[src/rtl/cam_dvp_capture.sv]
// rtl/cam_dvp_capture.sv - DVP camera capture into the shared RGB565 image BRAM
// Oversamples PCLK/VSYNC/HREF/D as data, pairs bytes into pixels, writes whole frames only.
module cam_dvp_capture #(
    parameter int width        = 200,
    parameter int height       = 164,
    parameter int addr_offset  = 1,
    parameter bit vsync_active = 1'b1
) (
    input  logic        CLK_24MHz,
    input  logic        rst_n,
    input  logic        cam_pclk,
    input  logic        cam_vsync,
    input  logic        cam_href,
    input  logic [7:0]  cam_data,
    input  logic        cam_wlock,
    output logic        img_wclk,
    output logic [15:0] img_wraddr,
    output logic [15:0] img_wrdat,
    output logic        frame_done,
    output logic        busy
);

    localparam logic [15:0] width_w  = 16'(width);
    localparam logic [15:0] height_w = 16'(height);
    localparam logic [15:0] offset_w = 16'(addr_offset);

    typedef enum logic [1:0] {
        S_IDLE,
        S_BLANK,
        S_SKIP,
        S_CAPTURE
    } state_t;

    state_t state_q, state_d;

    // One synchronizer for all camera lines keeps them mutually aligned.
    // It is left unreset so a short reset does not fake a vsync edge.
    logic [10:0] sync1, sync2;
    logic        pclk_prev, href_prev;
    logic        s_vsync, s_href, s_pclk;

    logic        pe, pe_href;
    logic [7:0]  pe_data;

    logic [15:0] x_q, y_q, row_base_q;
    logic        phase_q, line_has_byte_q;
    logic [7:0]  hi_q;
    logic        wr_pending;

    logic        vs_active, href_rise, href_fall;
    logic        in_line_byte, pix_valid, pix_store;
    logic        capture_start, frame_done_d;

    function automatic logic [15:0] sat_inc(input logic [15:0] v);
        return (v == 16'hFFFF) ? v : v + 16'd1;
    endfunction

    assign s_pclk  = sync2[10];
    assign s_vsync = sync2[9];
    assign s_href  = sync2[8];

    always_ff @(posedge CLK_24MHz) begin
        sync1     <= {cam_pclk, cam_vsync, cam_href, cam_data};
        sync2     <= sync1;
        pclk_prev <= s_pclk;
        href_prev <= s_href;
    end

    always_ff @(posedge CLK_24MHz) begin
        if (!rst_n) begin
            pe      <= 1'b0;
            pe_href <= 1'b0;
            pe_data <= 8'd0;
        end else begin
            pe      <= s_pclk & ~pclk_prev;
            pe_href <= s_href;
            pe_data <= sync2[7:0];
        end
    end

    assign vs_active = (s_vsync == vsync_active);
    assign href_rise = s_href & ~href_prev;
    assign href_fall = ~s_href & href_prev;

    always_ff @(posedge CLK_24MHz) begin
        if (!rst_n) begin
            state_q <= S_IDLE;
        end else begin
            state_q <= state_d;
        end
    end

    always_comb begin
        state_d       = state_q;
        capture_start = 1'b0;
        frame_done_d  = 1'b0;
        unique case (state_q)
            S_IDLE: begin
                if (vs_active) begin
                    state_d = S_BLANK;
                end
            end
            S_BLANK: begin
                // The lock is honoured only here, so a frame is written whole or not at all.
                if (!vs_active) begin
                    if (cam_wlock) begin
                        state_d = S_SKIP;
                    end else begin
                        state_d       = S_CAPTURE;
                        capture_start = 1'b1;
                    end
                end
            end
            S_SKIP: begin
                if (vs_active) begin
                    state_d = S_BLANK;
                end
            end
            S_CAPTURE: begin
                if (vs_active) begin
                    state_d      = S_BLANK;
                    frame_done_d = 1'b1;
                end
            end
            default: state_d = S_IDLE;
        endcase
    end

    assign busy         = (state_q == S_CAPTURE);
    assign in_line_byte = busy && pe && pe_href;
    assign pix_valid    = in_line_byte && phase_q;
    assign pix_store    = pix_valid && (x_q < width_w) && (y_q < height_w);

    always_ff @(posedge CLK_24MHz) begin
        if (!rst_n) begin
            x_q             <= 16'd0;
            y_q             <= 16'd0;
            row_base_q      <= 16'd0;
            phase_q         <= 1'b0;
            line_has_byte_q <= 1'b0;
            hi_q            <= 8'd0;
        end else if (capture_start) begin
            x_q             <= 16'd0;
            y_q             <= 16'd0;
            row_base_q      <= offset_w;
            phase_q         <= 1'b0;
            line_has_byte_q <= 1'b0;
        end else if (busy) begin
            if (href_rise) begin
                phase_q         <= 1'b0;
                line_has_byte_q <= 1'b0;
            end else if (href_fall) begin
                x_q             <= 16'd0;
                line_has_byte_q <= 1'b0;
                if (line_has_byte_q) begin
                    y_q        <= sat_inc(y_q);
                    row_base_q <= row_base_q + width_w;
                end
            end else if (in_line_byte) begin
                line_has_byte_q <= 1'b1;
                if (!phase_q) begin
                    hi_q    <= pe_data;
                    phase_q <= 1'b1;
                end else begin
                    phase_q <= 1'b0;
                    x_q     <= sat_inc(x_q);
                end
            end
        end
    end

    // Address/data land one cycle after the pixel forms; the strobe follows a cycle later.
    always_ff @(posedge CLK_24MHz) begin
        if (!rst_n) begin
            wr_pending <= 1'b0;
            img_wclk   <= 1'b0;
            img_wraddr <= 16'd0;
            img_wrdat  <= 16'd0;
            frame_done <= 1'b0;
        end else begin
            wr_pending <= pix_store;
            img_wclk   <= wr_pending;
            frame_done <= frame_done_d;
            if (pix_store) begin
                img_wraddr <= row_base_q + x_q;
                img_wrdat  <= {hi_q, pe_data};
            end
        end
    end

endmodule

[config.mk]
export PLATFORM = sky130hd
export DESIGN_NAME = cam_dvp_capture
export DESIGN_NICKNAME = d
export VERILOG_FILES = /design/src/rtl/cam_dvp_capture.sv
export SDC_FILE = /design/constraint.sdc
export NUM_CORES = 1
export LEC_CHECK = 0
export ABC_AREA = 0
export BUFFER_PORTS_ARGS = -buffer_cell sky130_fd_sc_hd__buf_4
export CAP_MARGIN = 10
export CELL_PAD_IN_SITES_DETAIL_PLACEMENT = 0
export CELL_PAD_IN_SITES_GLOBAL_PLACEMENT = 2
export CORE_MARGIN = 3
export CORE_UTILIZATION = 33
export DETAILED_ROUTE_END_ITERATION = 10
export PLACE_DENSITY_LB_ADDON = 0.1
export SLEW_MARGIN = 10
export SYNTH_ARGS = -nofsm -noshare
export SYNTH_HDL_FRONTEND = slang
export SYNTH_SLANG_ARGS = --single-unit
[constraint.sdc]
create_clock -name CLK_24MHz -period 2 [get_ports CLK_24MHz]
set_input_delay 0.2 -clock CLK_24MHz [delete_from_list [all_inputs] [get_ports CLK_24MHz]]
set_output_delay 0.2 -clock CLK_24MHz [all_outputs]
set_load 0.1 [all_outputs]
# ---- Word-level counts from Yosys, hierarchy flattened
# Index checks and enable logic that the tools add are counted.
dict set report word_totals {
  ff_bits 129
  in_bits 14
  word_cells 96
}
dict set report classes {
  addsub 4
  order_cmp 2
  n_eq_ne 10
  muxes 24
  n_bitwise 12
  n_reduce_logical 24
}
# op count
set op_table {}
lappend op_table {{16-bit 2-to-1 mux} 4}
lappend op_table {{16-bit by 1-bit adder with 16-bit output (second input constant)} 2}
lappend op_table {{16-bit == test (second input constant)} 2}
lappend op_table {{16-bit by 8-bit less-than comparator with 1-bit output (second input constant)} 2}
lappend op_table {{1-bit 2-to-1 mux} 17}
lappend op_table {{16-bit adder} 1}
lappend op_table {{16-bit by 8-bit adder with 16-bit output (second input constant)} 1}
lappend op_table {{2-bit nonzero test} 6}
lappend op_table {{5-bit AND reduction} 2}
lappend op_table {{1-bit inverter} 9}
lappend op_table {{4-bit AND reduction} 2}
lappend op_table {{2-bit inequality test (second input constant)} 3}
lappend op_table {{2-bit AND reduction} 3}
lappend op_table {{6-bit AND reduction} 1}
lappend op_table {{1-bit logical AND} 5}
lappend op_table {{2-bit == test (second input constant)} 2}
lappend op_table {{2-bit 2-to-1 mux} 2}
lappend op_table {{2-bit by 1-bit inequality test with 1-bit output (second input constant)} 2}
lappend op_table {{2-bit case mux with 2 select lines} 1}
lappend op_table {{1-bit bitwise AND} 3}
lappend op_table {{3-bit AND reduction} 1}
lappend op_table {{3-bit nonzero test} 1}
lappend op_table {{3-bit OR reduction} 1}
lappend op_table {{2-bit by 1-bit == test with 1-bit output (second input constant)} 1}
lappend op_table {{other kinds (2)} 2}

# ---- Depth between registers and ports, before layout
# Gate-level depths: netlist of run 1.
dict set report depth {
  word_depth 6
  depth_mapped 8
}

# ---- Worst setup path after synthesis of run 1
# Ideal clock, no wire load.
dict set report synth_path {
  path_kind {reg2reg}
  from {register x_q[4]}
  to {register img_wraddr[13]}
  setup_time_ps 125
  arrival_time_ps 2024
  t_required_ps 1875
  slack_ps -149
  stages_incl_launch_ff 7
  path_buffers 0
  cell_sequence {dfxtp_1 ha_1 a211o_1 a311o_1 a2111oi_0 or4_1 nand3_1}
}
dict set report synth_between {
  elab_chain_cells 3
  elab_cells_between_ends 4
}
# item line
set synth_rtl {}
lappend synth_rtl {{from (decl)} 45} ;# logic [15:0] x_q, y_q, row_base_q;
lappend synth_rtl {{from (signal assigned)} 166} ;# x_q <= sat_inc(x_q);
lappend synth_rtl {{16-bit by 8-bit less-than comparator with 1-bit output} 132} ;# assign pix_store = pix_valid && (x_q < width_w) && (y_q < height_w);
lappend synth_rtl {{1-bit logical AND (2 in series)} 132}
lappend synth_rtl {{to (signal assigned)} 185} ;# img_wraddr <= row_base_q + x_q;
lappend synth_rtl {{to (decl)} 17} ;# output logic [15:0] img_wraddr,
# Parallel ways exist; a longest one is shown, timed or not.
# A chain may end at the register's enable or synchronous reset.

# ---- Worst setup path in the final report of run 1
dict set report layout_path {
  from {register href_prev}
  to {register x_q[9]}
}
dict set report layout_between {
  elab_chain_cells 4
  elab_cells_between_ends 9
}
# item line
set layout_rtl {}
lappend layout_rtl {{from (decl)} 39} ;# logic pclk_prev, href_prev;
lappend layout_rtl {{from (signal assigned)} 66} ;# href_prev <= s_href;
lappend layout_rtl {{branches (longest 4 deep; another with 5-bit AND reduction)} -}
# Parallel ways; which one is timed is not known.

==> metrics.cfg, run 1 <==
[detailed_routing]
drt-initial-drc-count=208
postRouteAntennaNets=0
drc=0
drt_pass1_iterations=5
vias=5121
wire_per_inst_um=15.66
avgViaCountPerCell=5.106
routed_wl_um=15710

[critical_path]
crit_path_end_kind=flip-flop
crit_type=reg2reg
cp_slowest_cell=or4b_4
crit_arrival_ns=2.34
r2r_slack_ns=-0.03
critPathMaxStageDelay_ns=0.50
worstPathRequired_ns=2.32
crit_fanout=7
worstPathBufferInverterCount=2
crit_family=simple AND/OR/NAND/NOR gates
crit_path_start_kind=flip-flop
path_cells=inv_2, ha_4, nand3b_1, or4b_4, a41oi_4, buf_12, a41oi_2, a311oi_1

[placement]
place_congestion=0.8798
placed_cell_area_um2=6890
port_buffers=48
dp_hpwl_um=11200
dp_cells=954

[timing]
timing.final.crit_share_pct=101.3
max_freq_mhz=493.7
hold_slack_ns=0.1172
finalWorstSetupSlack_ns=-0.02553
rsz0062_at_grt=true
fin_skew_ns=0.01008
max_slew_margin_pct=66.19
setup_viol=4
finalHoldViolCount=0
tns_ns=-0.04394
worst_pin_slew_ns=0.5025
fin_crit_ns=2.026
final-max-slew-violation-count=0

[synthesis]
synth_commonest_cells=127 x dfxtp_1, 75 x nand2_1, 60 x a21oi_1, 49 x nor2_1, 23 x nand3_1
synth.net_count=657
syn_area_um2=5580
yosysMostFrequentCell=dfxtp_1
synth-seq-area-share_pct=45.56
synth_warnings=0
ys_types=67
synthArstFlopShare_pct=0
synth_edf_count=0
yosysTopAreaCellShare_pct=45.56
synthFlopType=dfxtp_1
synthTopCellsByArea=dfxtp_1 46%, a21oi_1 5.4%, nand2_1 5.0%
ys_ff_latch=127
synth_area_leader_cell=dfxtp_1
synthCells=624
syn_area_per_cell_um2=8.943

[clock_network]
clock_latency_ns=0.42
ctsHtreeMaxLevel=4
cts.sinks=127
cts-root-buf=clkbuf_16
cts.clk_slew.worst_paths_ns=0.06
cts_tree=yes
ctsLongestPathBuffers=2
numCtsBuffers=17

[grt]
grt.total_usage_pct=17.31
grt_pass1_vias=5127
grt_pass1_wl_um=25290
grt_max_degree=37
antenna_found_initial=0
grt_overflow=0

[layout]
syn_to_final_growth_pct=43.90
final_cell_area_um2=8030
final_nets=807
drive_above_1_share_pct=33.93
fin_util_pct=49.48
n_antenna_cell=0
final-instance-count-excl-fill=1003

[pwr]
ir_worst_vdd_mv=0.6970
power_density_nw_per_um2=725.6
leakagePower_nw=3.203

[run]
cap_violations=0

[floorplanning]
die_y_um=136.0
core_um2=16230
die_area_um2=18510
rows=46
ios=49
die_w_um=136.0
start_util_pct=34.38

[min_path]
min_path_type=in2reg

[run_status]
violations=setup timing
status=finished, violations left

==> registers in the layout (all words and copies together) (netlist names) <==
signal,cells
img_wraddr,16
img_wrdat,16
x_q,16
y_q,16
row_base_q,14
sync1,11
sync2,11
hi_q,8
pe_data,8
state_q,2
frame_done,1
href_prev,1
img_wclk,1
line_has_byte_q,1
pclk_prev,1
pe,1
pe_href,1
phase_q,1
wr_pending,1
==> worst register-to-register path: cells and delay by family (launching register included) <==
family,cells,cell delay (ns)
and+or+nand+nor,2,0.67
AOI/OAI and AO/OA,3,0.56
DFF,1,0.33
buffers and inverters,2,0.20
adders and majority gates,1,0.15
==> cells by family after synthesis <==
| kind of cell | count (synthesis) | share of synthesized area [%] |
|---|---|---|
| adder cells (fa/ha/maj) | 19 | 4.260 |
| flip-flops | 127 | 45.56 |
| buffers and inverters | 50 | 3.924 |
| AND/OR/NAND/NOR | 251 | 23.30 |
| XOR/XNOR | 27 | 4.238 |
| multiplexers | 11 | 1.973 |
| AO/OA/AOI/OAI | 139 | 16.75 |
==> stage by stage <==
stage | worst slack (ns) | power [W]
finish | -0.02553 | 0.005827
global route | -0.1210 | 0.006035
CTS | -0.03569 | 0.005895
detailed placement | -0.2104 | 0.002773
global placement | -0.1280 | 0.002772
floorplan | 0.009478 | 0.002709
==> layout make-up <==
class,count,area [µm²]
fill,1532,8200
multi-input combinational,447,3213
sequential,127,2552
timing repair buffer,166,1350
clock buffer,17,425.4
tap,216,270.3
clock inverter,15,162.7
inverter,15,56.30
==> report_power, final <==
part / internal [W] / leakage [nW] / total, W / switching (W)
sequential: 0.00257 / 1.04 / 0.00259 / 0.0000176
combinational: 0.0000731 / 1.88 / 0.000157 / 0.0000840
clock: 0.00178 / 0.285 / 0.00308 / 0.00131
total: 0.00442 / 3.20 / 0.00583 / 0.00141
==> repair_timing <==
item | in CTS | in global routing
pin swaps | 14 | 28
endpoints found under the setup margin | 40 | 39
cloned | 1 | 0
setup buffers | 5 | 2
resized for setup | 28 | 54
hold buffers | 11 | 0
endpoints found under the hold margin | 11 | 0
==> path summary, 6_finish.rpt <==
kind                                        start                      end  depth (start not counted)
worst max-delay path            href_prev$_DFF_P_      x_q[9]$_SDFFE_PP0P_                          8
worst max register to register  href_prev$_DFF_P_      x_q[9]$_SDFFE_PP0P_                          8
worst min-delay path                    cam_wlock  state_q[0]$_SDFFE_PN0P_                          4
worst min register to register  sync1[10]$_DFF_P_        sync2[10]$_DFF_P_                          0
==> routing by layer <==
layer  vias up  routed length, µm  GRT usage (%)
li1       2559                  -              -
met1      2434               7407          22.16
met2        96               7371          28.18
met3        32                442          3.405
met4         0                487          7.895
met5         -                  0              0
==> cell usage in the layout, fill, tap and decap left out, types with 7 or more instances in the layout <==
cell type      instances
mux2i_1               11
buf_6                  7
o21ai_0               15
a21oi_1               52
a21oi_2                7
dfxtp_1              121
inv_1                 13
nor2_1                46
nor3_1                12
xnor2_1               13
ha_1                  13
or3_1                  7
clkbuf_16             17
nor4_1                 8
dlygate4sd3_1         11
nand2_1               75
and2_1                 9
buf_4                144
xor2_1                14
nand3_1               23
and3_1                10
nand4_1               11
Note: power is estimated with default switching activity, not from simulation.
==> inputs of run 2 (changes only) <==
--- a/config.mk
+++ b/config.mk
@@ -10,7 +10,8 @@
 export CAP_MARGIN = 10
 export CELL_PAD_IN_SITES_DETAIL_PLACEMENT = 0
 export CELL_PAD_IN_SITES_GLOBAL_PLACEMENT = 2
-export CORE_MARGIN = 3
+export CORE_ASPECT_RATIO = 0.75
+export CORE_MARGIN = 8
 export CORE_UTILIZATION = 33
 export DETAILED_ROUTE_END_ITERATION = 10
 export PLACE_DENSITY_LB_ADDON = 0.1
==> metrics.cfg, run 2 (synthesis results as in run 1) <==
[clock_network]
numCtsBuffers=17
cts.sinks=127
cts_tree=yes
clock_latency_ns=0.43
ctsHtreeMaxLevel=4
ctsLongestPathBuffers=2
cts-root-buf=clkbuf_16
cts.clk_slew.worst_paths_ns=0.06

[timing]
finalWorstSetupSlack_ns=-0.06191
setup_viol=2
finalHoldViolCount=0
timing.final.crit_share_pct=103.1
max_slew_margin_pct=69.01
fin_skew_ns=0.01464
final-max-slew-violation-count=0
worst_pin_slew_ns=0.4632
max_freq_mhz=485.0
fin_crit_ns=2.062
rsz0062_at_grt=true

[run_status]
status=finished, violations left
violations=setup timing

[placement]
dp_hpwl_um=12150
place_congestion=0.8499
port_buffers=48
preCtsSetupSlack_ns=-0.2773

[floorplanning]
start_util_pct=33.47
ios=49
die_y_um=128.6
rows=41
die_area_um2=21370
core_um2=16670
die_w_um=166.2

[min_path]
min_delay_path_depth=3
min_from=rst_n
min_to=pe$_SDFF_PN0_
min_path_type=in2reg

[critical_path]
critPathLaunch=x_q[13]$_SDFFE_PP0P_
worstPathRequired_ns=2.36
crit_arrival_ns=2.43
crit_path_end_kind=flip-flop
r2r_slack_ns=-0.06
worst_r2r_path_depth=6
crit_path_start_kind=flip-flop
rr_startpoint=x_q[13]$_SDFFE_PP0P_
crit_fanout=6
r2r_end=img_wraddr[13]$_SDFFE_PN0P_
crit_type=reg2reg

[pwr]
switching_power_w=0.001487
comb_power_share_pct=2.6
ir_worst_vdd_mv=0.4665
swShare_pct=25.08
leakagePower_nw=3.347
internal-power_w=0.004443
power_density_nw_per_um2=723.0
p_seq_share_pct=43.6
p_clk_share_pct=53.8

[detailed_routing]
vias=5153
drt_pass1_iterations=4
avgViaCountPerCell=5.037
drc=0
wire_per_inst_um=16.16
routed_wl_um=16530
postRouteAntennaNets=0
drt-initial-drc-count=344

[grt]
top_usage_layer=met2
met3_usage_pct=3.091
grt_pass1_wl_um=26770
antenna_found_initial=0
grt_max_degree=37
grt_pass1_vias=5170
grt.met1_usage_pct=21.04
grt_overflow=0
grt.total_usage_pct=15.68
grtUsageMet2_pct=24.61

[layout]
final_cell_mix=161 x buf_4, 119 x dfxtp_1, 75 x nand2_1
fin_util_pct=49.19
mostFrequentLayoutCell=buf_4
n_antenna_cell=0
drive_above_1_share_pct=35.02
final_nets=828
syn_to_final_growth_pct=46.97

[run]
cap_violations=0

[run 2: per-stage QoR]
stage / setup TNS (ns) / hold slack [ns] / power [W] / cell area, µm² / cells
4_1_cts: -0.08190 / 0.07301 / 0.006010 / 7948 / 1014
5_1_grt: -0.8955 / 0.09448 / 0.006139 / 8202 / 1023
3_5_place_dp: -2.005 / 0.3056 / 0.002776 / 6967 / 965
2_1_floorplan: 0 / 0.2277 / 0.002709 / 5615 / 624
3_3_place_gp: -1.544 / 0.3045 / 0.002774 / 6967 / 965
6_report: -0.08511 / 0.08186 / 0.005930 / 8202 / 1023
[run 2: cell type report]
type	instances	area (µm²)
repair buffers	187	1531
clock inverters	15	185.2
inverters	15	56.30
well taps	215	269.0
clock buffers	17	425.4
flip-flops and latches	127	2557
fillers	1573	8471
multi-input cells	447	3177
[run 2: layer usage]
layer	vias to the layer above	share of wire (%)
met3	12	3.1
met5	-	0
met4	0	1.0
met2	65	44
met1	2467	52
li1	2609	-
[run 2: worst max path at each step]
stage | depth (start not counted) | endpoint
2_1_floorplan | 8 | x_q[10]$_SDFFE_PP0P_
3_3_place_gp | 6 | img_wraddr[9]$_SDFFE_PN0P_
3_5_place_dp | 7 | img_wraddr[14]$_SDFFE_PN0P_
4_1_cts | 7 | img_wraddr[13]$_SDFFE_PN0P_
5_1_grt | 8 | row_base_q[12]$_SDFFE_PP0P_
6_report | 6 | img_wraddr[13]$_SDFFE_PN0P_
[run 2: power by group through the flow]
stage               Sequential (W)  Clock (W)  Combinational, W
floorplan                  0.00264          0         0.0000704
global placement           0.00264          0          0.000134
detailed placement         0.00264          0          0.000134
CTS                        0.00258    0.00327          0.000155
global route               0.00259    0.00338          0.000172
finish                     0.00258    0.00319          0.000157
[run 2: critical path, stage by stage, from the launching register on]
cell and delay, ns:
dfxtp_1 0.32, nor4_2 0.31, buf_4 0.16, nand4_1 0.24, or2_4 0.37, or4_1 0.52, nand3_1 0.07
[run 2: repair_timing]
action / in CTS / in global routing
cloned: 0 / 1
pin swaps: 24 / 21
endpoints found under the setup margin: 29 / 51
buffers inserted: 6 / 8
hold buffers: 11 / 0
hold endpoints to repair: 11 / 0
gates resized for setup: 47 / 34
